## config.mk

```make
export PLATFORM = sky130hd
export DESIGN_NAME = alu_seq
export DESIGN_NICKNAME = d
export VERILOG_FILES = /design/src/rtl/alu_pkg.sv /design/src/rtl/alu_muldiv.sv /design/src/rtl/alu_seq.sv
export SDC_FILE = /design/constraint.sdc
export NUM_CORES = 1
export LEC_CHECK = 0
export BUFFER_PORTS_ARGS = -buffer_cell sky130_fd_sc_hd__buf_2
export CORE_UTILIZATION = 25
export DETAILED_ROUTE_END_ITERATION = 12
export HOLD_SLACK_MARGIN = 0.02
export PLACE_DENSITY = 0.5
export SETUP_SLACK_MARGIN = 0.1
export SYNTH_ARGS = -nofsm -noshare
export SYNTH_HDL_FRONTEND = slang
export SYNTH_SLANG_ARGS = --single-unit
```

## constraint.sdc

```tcl
create_clock -name clk -period 3.2 [get_ports clk]
set_input_delay 0.32 -clock clk [delete_from_list [all_inputs] [get_ports clk]]
set_output_delay 0.32 -clock clk [all_outputs]
set_load 0.02 [all_outputs]
```

## src/rtl/alu_pkg.sv

```systemverilog
// Shared encodings for alu_seq: base alucontrol codes, M-extension funct3 codes and the sequencer FSM states.
// Pure declarations; no latency or flow control of its own.
package alu_pkg;

  localparam logic [3:0] ALU_ADD  = 4'b0000;
  localparam logic [3:0] ALU_SUB  = 4'b1000;
  localparam logic [3:0] ALU_SLT  = 4'b0010;
  localparam logic [3:0] ALU_SLTU = 4'b0011;
  localparam logic [3:0] ALU_AND  = 4'b0111;
  localparam logic [3:0] ALU_OR   = 4'b0110;
  localparam logic [3:0] ALU_XOR  = 4'b0100;
  localparam logic [3:0] ALU_SLL  = 4'b0001;
  localparam logic [3:0] ALU_SRL  = 4'b0101;
  localparam logic [3:0] ALU_SRA  = 4'b1101;

  localparam logic [2:0] MD_MUL    = 3'b000;
  localparam logic [2:0] MD_MULH   = 3'b001;
  localparam logic [2:0] MD_MULHSU = 3'b010;
  localparam logic [2:0] MD_MULHU  = 3'b011;
  localparam logic [2:0] MD_DIV    = 3'b100;
  localparam logic [2:0] MD_DIVU   = 3'b101;
  localparam logic [2:0] MD_REM    = 3'b110;
  localparam logic [2:0] MD_REMU   = 3'b111;

  typedef enum logic [1:0] {
    IDLE = 2'd0,
    MUL  = 2'd1,
    DIV  = 2'd2,
    FIN  = 2'd3
  } state_t;

  // funct3[2] separates the divide/remainder group from the multiplies.
  function automatic logic md_is_div(input logic [2:0] f);
    return f[2];
  endfunction

endpackage

```

## src/rtl/alu_muldiv.sv

```systemverilog
// Iterative M-extension datapath: radix-2 shift-add multiply or restoring divide, one bit per run cycle, XLEN steps.
// No flow control: operands latch on start, result is combinational from the final state and holds until the next start.
module alu_muldiv
  import alu_pkg::*;
#(
  parameter int XLEN = 32,
  parameter int SHW  = $clog2(XLEN)
) (
  input  logic            clk,
  input  logic            rst_n,
  input  logic            start,
  input  logic            run,
  input  logic [2:0]      fn3,
  input  logic [XLEN-1:0] a,
  input  logic [XLEN-1:0] b,
  output logic            last,
  output logic [XLEN-1:0] result
);

  logic [2:0]        fn3_q;
  logic [2*XLEN-1:0] acc;
  logic [XLEN-1:0]   opnd;
  logic [SHW-1:0]    cnt;
  logic              neg_main;
  logic              neg_rem;

  logic              sa;
  logic              sb;
  logic              a_neg;
  logic              b_neg;
  logic [XLEN-1:0]   abs_a;
  logic [XLEN-1:0]   abs_b;
  logic [XLEN:0]     add_sum;
  logic [XLEN:0]     rem_sh;
  logic [XLEN-1:0]   rem_diff;
  logic              rem_ge;
  logic [2*XLEN-1:0] prod;
  logic [XLEN-1:0]   quo;
  logic [XLEN-1:0]   rem;

  always_comb begin
    if (md_is_div(fn3)) begin
      sa = ~fn3[0];
      sb = ~fn3[0];
    end else begin
      sa = (fn3 == MD_MULH) | (fn3 == MD_MULHSU);
      sb = (fn3 == MD_MULH);
    end
    a_neg = sa & a[XLEN-1];
    b_neg = sb & b[XLEN-1];
    abs_a = a_neg ? -a : a;
    abs_b = b_neg ? -b : b;
  end

  // acc holds {high product, shifting multiplier} or {partial remainder, shifting dividend/quotient}.
  always_comb begin
    add_sum  = {1'b0, acc[2*XLEN-1:XLEN]} + (acc[0] ? {1'b0, opnd} : {(XLEN+1){1'b0}});
    rem_sh   = acc[2*XLEN-1:XLEN-1];
    rem_ge   = (rem_sh >= {1'b0, opnd});
    rem_diff = rem_sh[XLEN-1:0] - opnd;
  end

  always_ff @(posedge clk or negedge rst_n) begin
    if (!rst_n) begin
      fn3_q    <= '0;
      acc      <= '0;
      opnd     <= '0;
      cnt      <= '0;
      neg_main <= 1'b0;
      neg_rem  <= 1'b0;
    end else if (start) begin
      fn3_q <= fn3;
      cnt   <= '0;
      if (md_is_div(fn3)) begin
        acc      <= {{XLEN{1'b0}}, abs_a};
        opnd     <= abs_b;
        // A zero divisor must leave the all-ones quotient unsigned-looking.
        neg_main <= (a_neg ^ b_neg) & (b != '0);
        neg_rem  <= a_neg;
      end else begin
        acc      <= {{XLEN{1'b0}}, abs_b};
        opnd     <= abs_a;
        neg_main <= a_neg ^ b_neg;
        neg_rem  <= 1'b0;
      end
    end else if (run) begin
      cnt <= cnt + 1'b1;
      if (md_is_div(fn3_q)) begin
        if (rem_ge) acc <= {rem_diff, acc[XLEN-2:0], 1'b1};
        else        acc <= {rem_sh[XLEN-1:0], acc[XLEN-2:0], 1'b0};
      end else begin
        acc <= {add_sum, acc[XLEN-1:1]};
      end
    end
  end

  assign last = run & (cnt == SHW'(XLEN-1));

  always_comb begin
    prod = neg_main ? -acc : acc;
    quo  = neg_main ? -acc[XLEN-1:0] : acc[XLEN-1:0];
    rem  = neg_rem ? -acc[2*XLEN-1:XLEN] : acc[2*XLEN-1:XLEN];
    case (fn3_q)
      MD_MUL:                      result = prod[XLEN-1:0];
      MD_MULH, MD_MULHSU, MD_MULHU: result = prod[2*XLEN-1:XLEN];
      MD_DIV, MD_DIVU:             result = quo;
      MD_REM, MD_REMU:             result = rem;
      default:                     result = '0;
    endcase
  end

endmodule

```

## src/rtl/alu_seq.sv

```systemverilog
// Execute-stage ALU: base ops latency 1 (1/cycle), M ops latency XLEN+2; valid/ready in, valid/ready out, result held under backpressure.
// Option ALU_ZERO_BYPASS_EN: M ops with a zero multiply operand or zero divisor finish with latency 1.
module alu_seq
  import alu_pkg::*;
#(
  parameter int XLEN = 32,
  parameter int SHW  = $clog2(XLEN)
) (
  input  logic            clk,
  input  logic            rst_n,
  input  logic            in_valid_i,
  output logic            in_ready_o,
  input  logic [4:0]      op_i,
  input  logic [XLEN-1:0] a_i,
  input  logic [XLEN-1:0] b_i,
  output logic            out_valid_o,
  input  logic            out_ready_i,
  output logic [XLEN-1:0] out_o
);

  state_t          state;
  state_t          state_nxt;
  logic            accept;
  logic            consume;
  logic            is_m;
  logic            byp;
  logic            ready_en;
  logic            md_start;
  logic            md_run;
  logic            md_last;
  logic [SHW-1:0]  shamt;
  logic [XLEN-1:0] base_res;
  logic [XLEN-1:0] byp_res;
  logic [XLEN-1:0] fast_res;
  logic [XLEN-1:0] md_res;

  assign is_m    = op_i[4];
  assign accept  = in_valid_i & in_ready_o;
  assign consume = out_valid_o & out_ready_i;
  assign shamt   = b_i[SHW-1:0];

  always_comb begin
    base_res = '0;
    case (op_i[3:0])
      ALU_ADD:  base_res = a_i + b_i;
      ALU_SUB:  base_res = a_i - b_i;
      ALU_SLT:  base_res = {{(XLEN-1){1'b0}}, ($signed(a_i) < $signed(b_i))};
      ALU_SLTU: base_res = {{(XLEN-1){1'b0}}, (a_i < b_i)};
      ALU_AND:  base_res = a_i & b_i;
      ALU_OR:   base_res = a_i | b_i;
      ALU_XOR:  base_res = a_i ^ b_i;
      ALU_SLL:  base_res = a_i << shamt;
      ALU_SRL:  base_res = a_i >> shamt;
      ALU_SRA:  base_res = $signed(a_i) >>> shamt;
      default:  base_res = '0;
    endcase
  end

`ifdef ALU_ZERO_BYPASS_EN
  assign byp     = is_m & (md_is_div(op_i[2:0]) ? (b_i == '0) : ((a_i == '0) | (b_i == '0)));
  assign byp_res = md_is_div(op_i[2:0]) ? (op_i[1] ? a_i : {XLEN{1'b1}}) : '0;
`else
  assign byp     = 1'b0;
  assign byp_res = '0;
`endif

  assign fast_res = is_m ? byp_res : base_res;
  assign md_start = accept & is_m & ~byp;

  // Keeps in_ready_o low until the first edge after reset release.
  always_ff @(posedge clk or negedge rst_n) begin
    if (!rst_n) ready_en <= 1'b0;
    else        ready_en <= 1'b1;
  end

  always_ff @(posedge clk or negedge rst_n) begin
    if (!rst_n) state <= IDLE;
    else        state <= state_nxt;
  end

  always_comb begin
    state_nxt = state;
    case (state)
      IDLE:     if (md_start) state_nxt = md_is_div(op_i[2:0]) ? DIV : MUL;
      MUL, DIV: if (md_last) state_nxt = FIN;
      FIN:      state_nxt = IDLE;
      default:  state_nxt = IDLE;
    endcase
  end

  always_comb begin
    in_ready_o = ready_en & (state == IDLE) & (~out_valid_o | out_ready_i);
    md_run     = (state == MUL) | (state == DIV);
  end

  alu_muldiv #(
    .XLEN (XLEN),
    .SHW  (SHW)
  ) u_muldiv (
    .clk    (clk),
    .rst_n  (rst_n),
    .start  (md_start),
    .run    (md_run),
    .fn3    (op_i[2:0]),
    .a      (a_i),
    .b      (b_i),
    .last   (md_last),
    .result (md_res)
  );

  // FIN only follows an accept that drained the output, so it never overwrites a pending result.
  always_ff @(posedge clk or negedge rst_n) begin
    if (!rst_n) begin
      out_valid_o <= 1'b0;
      out_o       <= '0;
    end else if (state == FIN) begin
      out_valid_o <= 1'b1;
      out_o       <= md_res;
    end else if (accept && (!is_m || byp)) begin
      out_valid_o <= 1'b1;
      out_o       <= fast_res;
    end else if (consume) begin
      out_valid_o <= 1'b0;
    end
  end

endmodule
```

==> impl_metrics.json, run 1 <==
{
  "status": "finished with violations",
  "failed_checks": "negative setup slack",
  "final_common_cell": "buf_4",
  "p_per_area_nw_per_um2": 938,
  "yosysWarningCount": 0,
  "synthCells": 3275,
  "post-route-drc-count": 0,
  "p_leak_nw": 13.8,
  "routedWlPerCell_um": 23.7,
  "period_share": 1.05,
  "async_flop_share": 1.00,
  "syn-mean-instance-area_um2": 7.00,
  "synth-seq-cells": 142,
  "clockPowerShare": 0.077,
  "layout_common_cells": "638 x buf_4, 336 x nand2_1, 321 x nor2_1",
  "fin_ws_ns": -0.146,
  "drtAntennaViolNets": 0,
  "vias": 27678,
  "die_width_um": 305,
  "fin_nets": 4095,
  "n_antenna_cell": 0,
  "synth_cell_type_count": 88,
  "end_kind": "flop",
  "switching_share": 0.507,
  "htree_num_levels": 4,
  "hpwlAfterDp_um": 95600,
  "hp-class": "input pin to flop",
  "yosysSeqAreaShare": 0.155,
  "grt_pass1_wl_um": 173000,
  "synth_ff_type": "dfrtp_1",
  "drive_gt1_frac": 0.288,
  "cts-root-buf": "clkbuf_16",
  "power_mw": 29.7,
  "grt_overflow": 0,
  "grt_pass1_vias": 26183,
  "path_cells": "or4_4 -> or4_4 -> or4_4 -> or3_4 -> o21ai_2 -> xor2_1 -> o22ai_1 -> nand2_1 -> a32o_2 -> a31oi_1",
  "crit_top_cell": "or4_4",
  "drt_iter0_drc": 2960,
  "io_pins": 107,
  "slowest_delay_ns": 0.55,
  "initial_core_util": 0.253,
  "cp_slowest_cell": "or4_4",
  "finalMaxSlewViolations": 0,
  "crit_arrival_ns": 3.74,
  "peakVddDrop_uv": 546,
  "clk_path_buf_depth": 2,
  "rsz0062_at_grt": "true",
  "first_pass_iters": 6,
  "cts_tree": "yes",
  "max_slew_margin": 0.325,
  "clk_pin_slew_ns": 0.07,
  "p_comb_frac": 0.794,
  "fp.dieH_um": 305,
  "grt_usage": 0.247,
  "detail_route.vias_per_cell": 5.50,
  "whs_ns": 0.124,
  "io_buffers": 106,
  "drv_cap": 0,
  "fmax_mhz": 299,
  "wirelength_um": 119000,
  "grt_antenna_before_repair": 3,
  "p_int_mw": 14.7,
  "criticalPathCategory": "flop to flop",
  "clk_latency_ns": 0.47,
  "p_seq_frac": 0.128,
  "syn_nets": 3525,
  "p_switching_mw": 15.1,
  "hold_viol": 0,
  "rows": 110,
  "die_area_um2": 92900,
  "areaGrowthSynthToFinish_pct": 38.3,
  "setup-violations-final": 9,
  "crit_fanout": 2,
  "start_kind": "flop",
  "tightest_slew_ns": 1.01,
  "cts_buffers": 17,
  "synth_edf_count": 0,
  "coreArea_um2": 90400,
  "cts.sinks": 142,
  "grt_max_degree": 79,
  "gp_congestion": 0.992,
  "syn-cell-area_um2": 22900,
  "clock-skew-final_ns": 0.0133,
  "worstPathRequired_ns": 3.60,
  "min_period_ns": 3.35
}
==> cell type report <==
| class | instances | area, um^2 |
|---|---|---|
| fill | 9603 | 58700 |
| multi-input combinational | 2719 | 19200 |
| timing repair buffer | 803 | 6220 |
| sequential | 142 | 3560 |
| tap | 1176 | 1470 |
| inverter | 162 | 616 |
| clock buffer | 18 | 439 |
| clock inverter | 14 | 204 |
==> cells in the mapped netlist (60+ instances only) <==
library cell	count	area [um^2]
nand3_1	60	300
dfrtp_1	142	3550
a21oi_1	308	1540
inv_1	159	597
nand2_1	339	1270
nor2_1	347	1300
o21ai_0	324	1620
clkbuf_1	213	800
o211ai_1	79	593
mux2i_1	130	1300
xor2_1	60	526
xnor2_1	138	1210
nor3_1	65	325
ha_1	173	2160
==> final timing paths <==
check                                              from                            to  slack (ns)  cells past startpoint
setup / recovery           u_muldiv.acc[50]$_DFFE_PN0P_         out_o[30]$_DFFE_PN0P_       -0.15                     10
min in group asynchronous                         rst_n  u_muldiv.opnd[3]$_DFFE_PN0P_        0.47                      2
hold / removal                              out_ready_i       out_valid_o$_DFFE_PN0P_        0.12                      3
setup reg to reg           u_muldiv.acc[50]$_DFFE_PN0P_         out_o[30]$_DFFE_PN0P_       -0.15                     10
hold reg to reg            u_muldiv.opnd[8]$_DFFE_PN0P_  u_muldiv.opnd[8]$_DFFE_PN0P_        0.48                      2
max in group asynchronous                         rst_n  u_muldiv.acc[46]$_DFFE_PN0P_        1.85                      3
==> routing by layer <==
| metal | GRT usage | part of all wire |
|---|---|---|
| met1 | 0.343 | 0.45 |
| met2 | 0.394 | 0.45 |
| met3 | 0.0260 | 0.066 |
| met4 | 0.0883 | 0.038 |
| met5 | 0 | 0.00011 |
==> flip-flops by register name, summed over array words and instances (netlist names) <==
| register | cells |
|---|---|
| u_muldiv.acc | 64 |
| u_muldiv.neg_main | 1 |
| ready_en | 1 |
| u_muldiv.fn3_q | 3 |
| out_valid_o | 1 |
| out_o | 32 |
| u_muldiv.opnd | 32 |
| u_muldiv.neg_rem | 1 |
| u_muldiv.cnt | 5 |
| state | 2 |
==> cell families (layout without fill, tap and decap cells) <==
logic type      after synthesis  after routing  synth area share
compound gates             1167           1167             0.320
simple gates               1010           1010             0.199
buf+inv                     414            997            0.0690
xor+xnor                    198            198            0.0757
fa+ha+maj                   177            177            0.0980
mux                         166            166            0.0824
flops                       142            142             0.155
other cells                   1              1          0.000164
==> critical path: cells and delay by family, from the launching register on <==
| kind | cells | cell delay [ns] |
|---|---|---|
| xor+xnor | 1 | 0.07 |
| flops | 1 | 0.39 |
| compound gates | 4 | 0.80 |
| simple gates | 5 | 2.00 |
==> power groups by stage <==
stage	registers [mW]	logic (mW)	clock network [mW]
floorplan	3.60	12.1	0
global placement	3.76	19.8	0
global route	3.90	25.5	2.39
finish	3.81	23.6	2.30
detailed placement	3.76	19.9	0
CTS	3.76	21.0	2.33
==> per-stage QoR <==
stage,cells,setup slack [ns],area (um^2),TNS [ns],utilization
CTS,5001,-0.146,30400,-0.416,0.336
global placement,4956,-0.777,29200,-10.83,0.322
finish,5034,-0.146,31700,-0.500,0.350
floorplan,3275,-0.0598,23000,-0.0598,-
detailed placement,4956,-0.755,29200,-11.53,0.322
global route,5034,-0.257,31700,-2.71,0.350
==> timing repair <==
action,4_1_cts,5_1_grt
hold endpoints to repair,75,0
pin swaps,54,115
cloned,0,4
endpoints found under the setup margin,49,57
setup buffers,12,32
hold buffers,1,0
resized for setup,124,216
No activity file was read; power rests on OpenSTA's default activity.
==> run 2: changes to the inputs <==
--- a/config.mk
+++ b/config.mk
@@ -5,11 +5,13 @@
 export SDC_FILE = /design/constraint.sdc
 export NUM_CORES = 1
 export LEC_CHECK = 0
+export ABC_AREA = 1
 export BUFFER_PORTS_ARGS = -buffer_cell sky130_fd_sc_hd__buf_2
 export CORE_UTILIZATION = 25
+export CTS_CLUSTER_SIZE = 12
 export DETAILED_ROUTE_END_ITERATION = 12
 export HOLD_SLACK_MARGIN = 0.02
-export PLACE_DENSITY = 0.5
+export PLACE_DENSITY = 0.49
 export SETUP_SLACK_MARGIN = 0.1
 export SYNTH_ARGS = -nofsm -noshare
 export SYNTH_HDL_FRONTEND = slang
==> constraint.sdc (replaced) <==
create_clock -name clk -period 3.2 [get_ports clk]
set_input_delay 0.32 -clock clk [delete_from_list [all_inputs] [get_ports clk]]
set_output_delay 0.32 -clock clk [all_outputs]
set_load 0.05 [all_outputs]
==> run 2 against run 1 <==
Compared with the run above:
- the run ends with design-rule violations left
- critical path depth is 3 higher
- sequential power hardly changed
- clock skew is 0.0078 ns higher
- utilization decreased by 4.8 points
- hold slack better by 0.19 ns
==> impl_metrics.json, run 2 <==
{
  "crit_arrival_ns": 3.32,
  "p_leak_nw": 16.4,
  "async_flop_share": 1.00,
  "synth_ff_type": "dfrtp_1",
  "routedWlPerCell_um": 26.2,
  "yosysSeqAreaShare": 0.133,
  "die_width_um": 329,
  "max_slew_margin": 0.354,
  "syn-mean-instance-area_um2": 5.42,
  "cts.sinks": 142,
  "cts_tree": "yes",
  "cts-root-buf": "clkbuf_16",
  "fmax_mhz": 338,
  "yosysWarningCount": 0,
  "failed_checks": "design-rule violations",
  "synth-seq-cells": 142,
  "fin_area_um2": 32000,
  "drv_cap": 0,
  "syn-cell-area_um2": 26700,
  "grt_overflow": 0,
  "drtAntennaViolNets": 0,
  "top_register": "u_muldiv.acc",
  "criticalPathCategory": "flop to flop",
  "switching_share": 0.623,
  "synthTopCellsByCount": "1633 x nand2_1, 648 x nand3_1, 587 x inv_1, 465 x nor2_1, 257 x o21ai_0",
  "fp.dieH_um": 329,
  "p_per_area_nw_per_um2": 893,
  "period_share": 0.925,
  "drive_gt1_frac": 0.117,
  "post_cts_buffers": 0,
  "hpwlAfterDp_um": 148000,
  "crit_fanout": 3,
  "start_kind": "flop",
  "peakVddDrop_uv": 561,
  "clk_path_buf_depth": 2,
  "end_kind": "flop",
  "final_util": 0.303,
  "wirelength_um": 175000,
  "largest_reg_flops": 64,
  "rsz0062_at_grt": "false",
  "io_buffers": 106,
  "tns_ns": 0,
  "status": "finished with violations",
  "synth.area.top_cells": "nand2_1 23%, dfrtp_1 13%, nand3_1 12%, inv_1 8.3%, ha_1 8.1%",
  "pre_cts_slack_ns": -0.0484,
  "p_int_mw": 10.8,
  "clock-skew-final_ns": 0.0211,
  "yosys.area.top_type": "nand2_1",
  "grt_antenna_before_repair": 6,
  "fin_ws_ns": 0.238,
  "htree_num_levels": 4,
  "yosysMostFrequentCell": "nand2_1",
  "grt_pass1_wl_um": 244000,
  "detail_route.vias_per_cell": 5.35,
  "areaGrowthSynthToFinish_pct": 19.8,
  "syn_nets": 5170,
  "finalMaxSlewViolations": 0,
  "post-route-drc-count": 4,
  "p_switching_mw": 17.8,
  "p_seq_frac": 0.134,
  "tightest_slew_ns": 0.959,
  "cp_slowest_cell": "dfrtp_1",
  "hp-class": "input pin to flop",
  "reg_top3": "u_muldiv.acc x64, out_o x32, u_muldiv.opnd x32",
  "cts_buffers": 17,
  "first_pass_iters": 10,
  "min_period_ns": 2.96,
  "synthCells": 4920,
  "crit_top_cell": "nand2_1",
  "synth_cell_type_count": 64,
  "die_area_um2": 108000,
  "synth_edf_count": 0,
  "vias": 35717,
  "power_mw": 28.5,
  "place_area_um2": 31300,
  "initial_core_util": 0.253,
  "final_common_cell": "nand2_1",
  "grt_pass1_vias": 33434,
  "gp_congestion": 1.06,
  "clk_pin_slew_ns": 0.07,
  "rows": 119,
  "hold_viol": 0,
  "path_cells": "buf_4 -> nor2_1 -> inv_1 -> nor3_1 -> nand3_1 -> nor2_1 -> nand2_1 -> nand2_1 -> nand2_1 -> nand3_1 -> nand3_1 -> a21boi_0 -> nand2_1",
  "grt_usage": 0.317,
  "coreArea_um2": 106000,
  "drt_iter0_drc": 3979,
  "setup-violations-final": 0,
  "synth_top_area_frac": 0.230,
  "io_pins": 107,
  "clk_latency_ns": 0.50,
  "fin_nets": 5517,
  "worstPathRequired_ns": 3.56,
  "grt_max_degree": 72,
  "layout_common_cells": "1633 x nand2_1, 648 x nand3_1, 587 x inv_1",
  "slowest_delay_ns": 0.50,
  "p_comb_frac": 0.792,
  "clockPowerShare": 0.074
}
## run 2: cell types whose count changed after synthesis, moves of 42 or more
cell,previous run,this run
nand3_1,60,648
a21oi_1,308,241
clkbuf_1,213,87
a211oi_1,53,5
nand2_1,339,1633
a21o_1,54,6
nand4_1,21,71
o21ai_0,324,257
inv_1,159,587
o31ai_1,45,3
xnor2_1,138,11
nor2_1,347,465
mux2i_1,130,0
## run 2: power groups by stage
stage	registers [mW]	clock network (mW)	logic (mW)
final	3.83	2.11	22.6
after global routing	3.85	2.20	24.3
after CTS	3.77	2.13	22.0
after detailed placement	3.79	0	21.9
after global placement	3.81	0	21.9
after floorplan	4.04	0	12.6
## run 2: path summary, 6_finish.rpt
path	from	endpoint	slack, ns	cells past startpoint
max in group asynchronous	rst_n	out_o[5]$_DFFE_PN0P_	1.90	3
setup reg to reg	u_muldiv.acc[57]$_DFFE_PN0P_	out_o[31]$_DFFE_PN0P_	0.24	13
min in group asynchronous	rst_n	u_muldiv.acc[59]$_DFFE_PN0P_	0.36	2
setup / recovery	u_muldiv.acc[57]$_DFFE_PN0P_	out_o[31]$_DFFE_PN0P_	0.24	13
hold / removal	op_i[0]	u_muldiv.fn3_q[0]$_DFFE_PN0P_	0.32	3
hold reg to reg	out_o[5]$_DFFE_PN0P_	out_o[5]$_DFFE_PN0P_	0.49	2
## run 2: kinds of logic (layout without fill, tap and decap cells)
| family | Yosys count | after routing | synth area share |
|---|---|---|---|
| simple gates | 2981 | 2981 | 0.474 |
| buf+inv | 788 | 1148 | 0.117 |
| fa+ha+maj | 177 | 177 | 0.0842 |
| other cells | 1 | 3 | 0.000141 |
| compound gates | 725 | 725 | 0.157 |
| xor+xnor | 106 | 106 | 0.0348 |
| flops | 142 | 142 | 0.133 |
## run 2: critical path: cells and delay by family (launching register included)
| family | cells | cell delay [ns] |
|---|---|---|
| buffers and inverters | 2 | 0.35 |
| and+or+nand+nor | 10 | 1.62 |
| DFF | 1 | 0.50 |
| AOI/OAI and AO/OA | 1 | 0.35 |
## run 2: cell type report
type	count	area [um^2]
Fill cell	12248	73600
Multi-Input combinational cell	3990	20000
Antenna cell	2	5.00
Sequential cell	142	3560
Inverter	606	2280
Timing Repair Buffer	510	3760
Clock inverter	14	153
Clock buffer	18	429
Tap cell	1391	1740
## run 2: per-layer routing
layer,up-vias,share of wire,global-route usage
met5,-,0.00029,0
met4,8,0.078,0.209
met3,382,0.071,0.0440
met2,1800,0.44,0.505
met1,16793,0.41,0.397
li1,16734,-,-
## run 2: per-stage QoR
stage               hold WS (ns)  std cells
floorplan                 0.0244       4920
detailed placement         0.362       6637
global placement           0.347       6637
finish                     0.316       6673
CTS                        0.274       6671
global route               0.303       6671
## run 2: repair_timing
item,in CTS,in global routing
endpoints found under the hold margin,57,0
hold buffers,2,0
resized for setup,0,3
setup endpoints to repair,0,5
